File: src/rtl/shuttle_ctrl.sv
// Single-axis shuttle motor controller: synchronised switches, debounced start/abort key,
// move timeout with latched fault, and optional auto-return after a dwell at either limit.
module shuttle_ctrl #(
    parameter int DB_CYC   = 4,
    parameter int TO_CYC   = 64,
    parameter int HOLD_CYC = 8,
    parameter bit AUTO_RET = 1'b0,
    parameter bit SW_ACT   = 1'b0
) (
    input  logic       sclk,
    input  logic       s_rst,
    input  logic       key,
    input  logic       catcher,
    input  logic       jockey_l,
    input  logic       jockey_r,
    input  logic       fault_clr,
    output logic       enable,
    output logic       direct,
    output logic       busy,
    output logic       fault,
    output logic [2:0] state_o
);
    typedef enum logic [2:0] {
        IDLE   = 3'd0,
        MOVE_R = 3'd1,
        MOVE_L = 3'd2,
        DWELL  = 3'd3,
        FAULT  = 3'd4
    } state_t;

    localparam int DBW = $clog2(DB_CYC + 1);
    localparam int TW  = $clog2(TO_CYC + 1);
    localparam int HW  = $clog2(HOLD_CYC + 1);
    localparam logic [DBW-1:0] DB_LAST = DBW'(DB_CYC - 1);
    localparam logic [TW-1:0]  TO_LAST = TW'(TO_CYC - 1);
    localparam logic [HW-1:0]  HD_LAST = HW'(HOLD_CYC - 1);

    // Synchroniser bit order: {jockey_r, jockey_l, catcher, key}
    logic [3:0]     meta_q, meta_d, sync_q, sync_d;
    logic           key_db_q, key_db_d, key_prev_q, key_prev_d;
    logic [DBW-1:0] db_cnt_q, db_cnt_d;
    state_t         state_q, state_d;
    logic [TW-1:0]  timer_q, timer_d;
    logic [HW-1:0]  dwell_q, dwell_d;
    logic           enable_q, enable_d, direct_q, direct_d;
    logic           busy_q, busy_d, fault_q, fault_d;
    logic [2:0]     state_o_q, state_o_d;
    logic           key_evt, lim_l, lim_r, lim_c, both_lim;

    assign key_evt  = key_db_q & ~key_prev_q;
    assign lim_c    = (sync_q[1] == SW_ACT);
    assign lim_l    = (sync_q[2] == SW_ACT);
    assign lim_r    = (sync_q[3] == SW_ACT);
    assign both_lim = lim_l & lim_r;

    always_comb begin
        // NOTE: every combinational output gets a default first, so no path can infer a latch.
        meta_d     = {jockey_r, jockey_l, catcher, key};
        sync_d     = meta_q;
        key_db_d   = key_db_q;
        key_prev_d = key_db_q;
        db_cnt_d   = '0;
        state_d    = state_q;
        timer_d    = '0;
        dwell_d    = '0;

        if (sync_q[0] != key_db_q) begin
            if (db_cnt_q == DB_LAST) key_db_d = sync_q[0];
            else                     db_cnt_d = db_cnt_q + 1'b1;
        end

        unique case (state_q)
            IDLE: begin
                if (key_evt) begin
                    if (both_lim)   state_d = FAULT;
                    else if (lim_l) state_d = MOVE_R;
                    else            state_d = MOVE_L;
                end
            end
            MOVE_R, MOVE_L: begin
                if (both_lim)                                     state_d = FAULT;
                else if ((state_q == MOVE_R) ? lim_r : lim_l)     state_d = DWELL;
                else if (timer_q == TO_LAST)                      state_d = FAULT;
                else if (key_evt)                                 state_d = IDLE;
                else timer_d = (timer_q == TO_LAST) ? timer_q : timer_q + 1'b1;
            end
            DWELL: begin
                if (key_evt) state_d = IDLE;
                else if (AUTO_RET && lim_c) begin
                    // direct still remembers which end we arrived at
                    if (dwell_q == HD_LAST) state_d = direct_q ? MOVE_L : MOVE_R;
                    else dwell_d = (dwell_q == HD_LAST) ? dwell_q : dwell_q + 1'b1;
                end else state_d = IDLE;
            end
            FAULT: begin
                if (fault_clr && !both_lim) state_d = IDLE;
            end
            default: state_d = IDLE;
        endcase

        enable_d  = (state_d == MOVE_R) || (state_d == MOVE_L);
        busy_d    = enable_d || (state_d == DWELL);
        fault_d   = (state_d == FAULT);
        state_o_d = state_d;
        direct_d  = (state_d == MOVE_R) ? 1'b1 : (state_d == MOVE_L) ? 1'b0 : direct_q;
    end

    always_ff @(posedge sclk or posedge s_rst) begin
        // NOTE: clocked state uses non-blocking assignments only, so every flop samples pre-edge values.
        if (s_rst) begin
            meta_q     <= '0;
            sync_q     <= '0;
            key_db_q   <= 1'b0;
            key_prev_q <= 1'b0;
            db_cnt_q   <= '0;
            state_q    <= IDLE;
            timer_q    <= '0;
            dwell_q    <= '0;
            enable_q   <= 1'b0;
            direct_q   <= 1'b0;
            busy_q     <= 1'b0;
            fault_q    <= 1'b0;
            state_o_q  <= '0;
        end else begin
            meta_q     <= meta_d;
            sync_q     <= sync_d;
            key_db_q   <= key_db_d;
            key_prev_q <= key_prev_d;
            db_cnt_q   <= db_cnt_d;
            state_q    <= state_d;
            timer_q    <= timer_d;
            dwell_q    <= dwell_d;
            enable_q   <= enable_d;
            direct_q   <= direct_d;
            busy_q     <= busy_d;
            fault_q    <= fault_d;
            state_o_q  <= state_o_d;
        end
    end

    assign enable  = enable_q;
    assign direct  = direct_q;
    assign busy    = busy_q;
    assign fault   = fault_q;
    assign state_o = state_o_q;
endmodule

File: config.mk
export PLATFORM = sky130hd
export DESIGN_NAME = shuttle_ctrl
export DESIGN_NICKNAME = d
export VERILOG_FILES = /design/src/rtl/shuttle_ctrl.sv
export SDC_FILE = /design/constraint.sdc
export NUM_CORES = 1
export LEC_CHECK = 0
export BUFFER_PORTS_ARGS = -buffer_cell sky130_fd_sc_hd__buf_4
export CORE_MARGIN = 2
export CORE_UTILIZATION = 54
export CTS_CLUSTER_DIAMETER = 80
export DETAILED_ROUTE_END_ITERATION = 8
export HOLD_SLACK_MARGIN = 0.02
export MAX_ROUTING_LAYER = met4
export PLACE_DENSITY = 0.84
export SKIP_LAST_GASP = 1
export SLEW_MARGIN = 15
export SYNTH_ARGS = -nofsm -noshare
export SYNTH_HDL_FRONTEND = slang
export SYNTH_SLANG_ARGS = --single-unit
File: constraint.sdc
create_clock -name sclk -period 2.1 [get_ports sclk]
set_input_delay 0.21 -clock sclk [delete_from_list [all_inputs] [get_ports sclk]]
set_output_delay 0.21 -clock sclk [all_outputs]
set_load 0.05 [all_outputs]
==> flow_summary.ini <==
[hold_path]
min-delay-start = meta_q[3]$_DFF_PP0_
min_path_type = reg2reg

[cts]
cts_tree = yes
cts_max_path_buffers = 2
cts.sinks = 25
clock_latency_ns = 0.31
cts_buffers = 3
path_clk_slew_ns = 0.13
clockRootBuffer = clkbuf_4
cts-htree-levels = 1
cts_setup_buffers = 0

[route]
drt_first_pass_iters = 4
routedWlPerCell_microns = 12.5
drcViolationCount = 0
viasPerCell = 5.26
wirelength_microns = 1670
first_iter_violations = 6
vias = 705
antenna_left = 0

[yosys]
synth_compound_area_share_pct = 9.29
synth_top_family_by_area = simple AND/OR/NAND/NOR gates
yosys_warnings = 0
syn_inst = 88
synth_nets = 97
synth_flop_cell = dfrtp_1
ys_seq_area_share_pct = 59.5
synthArstFlopShare_pct = 100
synth_area_leader_cell = dfrtp_1
synth.area.mux_share_pct = 2.14
netlist_area_sq_mm = 0.00105
ys_types = 29
synth_xor_area_share_pct = 5.00
yosys_register_bits = 25
avgSynthCellArea_sq_um = 11.9
synth.top_cell.area_share_pct = 59.5
synthTopCellsByArea = dfrtp_1 60%, nor2_1 5.0%, xnor2_1 3.3%, ha_1 2.4%, inv_1 2.1%
synthAdderAreaFrac_pct = 3.45
yosys.area_share.simple_pct = 18.5
synth-edff-count = 0

[power_and_ir_drop]
p_per_area_mw_per_mm2 = 1240
power_w = 0.00155
leakage_nw = 0.591
peakVddDrop_mv = 0.784

[placed_design]
gp_congestion = 0.942
dp_hpwl_microns = 1230
io_buffers = 12

[grt]
grt_pass1_wl_microns = 2880
grt_usage_pct = 19.0
grt_overflow_total = 0
grt_max_degree = 26
grt_pass1_vias = 691
antenna_found_initial = 0

[worst_setup_path]
reg2reg_setup_slack_ns = 0.38
crit_type = reg2reg
crit_path_start_kind = register
cp-end-kind = register
setup.worst_path.start = timer_q[0]$_DFF_PP0_
critPathRequiredTime_ns = 2.31
cp_max_fo = 4
cp.arrival_ns = 1.92
timing.rr.start = timer_q[0]$_DFF_PP0_

[floorplan]
fp.coreArea_sq_mm = 0.00178
initial_core_util_pct = 58.9
die_y_microns = 48.1
row_count = 15
die-area_sq_mm = 0.00232
die_w_microns = 48.1
io_pins = 14

[sta]
period_needed_ns = 1.72
finalMaxSlewViolations = 0
fin_skew_ns = 0.00236
hold_viol_final = 0
worstMarginPinSlew_ns = 0.571
finalSetupViolations = 0
fmax_mhz = 583
timing.setup.tns_ns = 0
post-route-period-util_pct = 81.7
slew_headroom_pct = 60.9
rsz0062_at_grt = no

[layout]
area_growth_pct = 18.7
drive_gt1_share_pct = 24.8
num_antenna_cells = 0
fin_nets = 119

[outcome]
status = completed

[job]
cap_violations = 0
-- state kept, by name, indices dropped and copies added (netlist names), 3 cells and up --
| register | count |
|---|---|
| timer_q | 7 |
| sync_q | 3 |
| state_o | 3 |
| db_cnt_q | 3 |
| meta_q | 3 |
-- worst max-delay path, stage by stage (launching register included) --
cell and delay [ns]:
dfrtp_1 0.39, ha_1 0.21, nand3_2 0.11, or3_4 0.41
nand3_4 0.09, o211ai_4 0.10, maj3_2 0.31
-- cells by family after synthesis --
group	count (synthesis)
AO/OA/AOI/OAI	12
XOR/XNOR	6
adder cells (fa/ha/maj)	3
buffers and inverters	6
flip-flops	25
multiplexers	2
AND/OR/NAND/NOR	34
-- final timing paths --
kind	endpoint	depth (start not counted)
worst min-delay path	sync_q[3]$_DFF_PP0_	0
worst max register to register	direct$_DFFE_PP0P_	6
max in group asynchronous	sync_q[2]$_DFF_PP0_	4
min in group asynchronous	meta_q[0]$_DFF_PP0_	4
worst max-delay path	direct$_DFFE_PP0P_	6
worst min register to register	sync_q[3]$_DFF_PP0_	0
-- cell usage after synthesis (2+ instances only) --
master	n
a211o_1	2
ha_1	2
o21ai_0	2
dfrtp_1	25
a21oi_1	2
nor2_1	14
inv_1	6
nor2b_1	2
xor2_1	2
nand2b_1	2
mux2_2	2
nand2_1	4
xnor2_1	4
nand3_1	3
nor3_1	2
-- stage by stage --
stage / hold WS (ns) / instances / setup slack, ns / area [sq um] / util, %
after floorplan: 0.237 / 88 / 0.329 / 1050 / -
after global placement: 0.275 / 126 / 0.443 / 1180 / 66.2
after detailed placement: 0.282 / 126 / 0.396 / 1180 / 66.2
after CTS: 0.359 / 134 / 0.371 / 1250 / 70.0
after global routing: 0.358 / 134 / 0.310 / 1250 / 70.0
final: 0.364 / 134 / 0.384 / 1250 / 70.0
-- where the power goes --
part           internal, W  leakage (nW)  switching (W)
Combinational     0.000258         0.252       0.000412
Clock            0.0000711        0.0177       0.000133
Sequential        0.000589         0.322      0.0000855
Total             0.000917         0.591       0.000630
-- layout make-up --
type | count | area, sq um
inverters | 6 | 22.5
repair buffers | 17 | 138
well taps | 25 | 31.3
flip-flops and latches | 25 | 626
clock buffers | 3 | 22.5
multi-input cells | 57 | 403
clock inverters | 1 | 5.00
fillers | 120 | 536
-- layout by cell type, fill, tap and decap left out --
| cell | netlist | layout |
|---|---|---|
| nand3_2 | 1 | 1 |
| dfrtp_1 | 25 | 25 |
| xor2_1 | 2 | 2 |
| a211o_1 | 2 | 2 |
| clkinv_2 | 0 | 1 |
| buf_4 | 0 | 13 |
| nor2_1 | 14 | 14 |
| ha_1 | 2 | 2 |
| dlygate4sd3_1 | 0 | 4 |
| or3_4 | 1 | 1 |
| nor3b_1 | 1 | 1 |
| a21oi_1 | 2 | 2 |
| o21ai_0 | 2 | 2 |
| nand3_1 | 3 | 3 |
| a31oi_1 | 1 | 1 |
| nor2b_1 | 2 | 2 |
| nand3_4 | 1 | 1 |
| o22a_2 | 1 | 1 |
| mux2_2 | 2 | 2 |
| maj3_2 | 1 | 1 |
| nand2b_1 | 2 | 2 |
| xnor2_1 | 4 | 4 |
| nand2_1 | 4 | 4 |
| o211ai_4 | 1 | 1 |
| or2b_2 | 1 | 1 |
| clkbuf_4 | 0 | 3 |
| nor3_1 | 2 | 2 |
| inv_1 | 6 | 6 |
| a2111oi_0 | 1 | 1 |
| or2b_1 | 1 | 1 |
| a22oi_1 | 1 | 1 |
| o22ai_1 | 1 | 1 |
| nor2b_4 | 1 | 1 |
-- routing by layer --
metal / routed length, microns / vias up / track usage (%) / share of wire (%)
li1: - / 337 / - / -
met1: 729 / 343 / 21.1 / 44
met2: 858 / 23 / 32.5 / 51
met5: 0 / - / - / 0
met3: 69 / 2 / 4.44 / 4.1
met4: 15 / 0 / 8.11 / 0.90
-- what timing repair did --
| action | in CTS | in global routing |
|---|---|---|
| endpoints found under the hold margin | 28 | 0 |
| gates resized for setup | 0 | 0 |
| hold buffers | 4 | 0 |
Power figures use the tool's default switching activity.
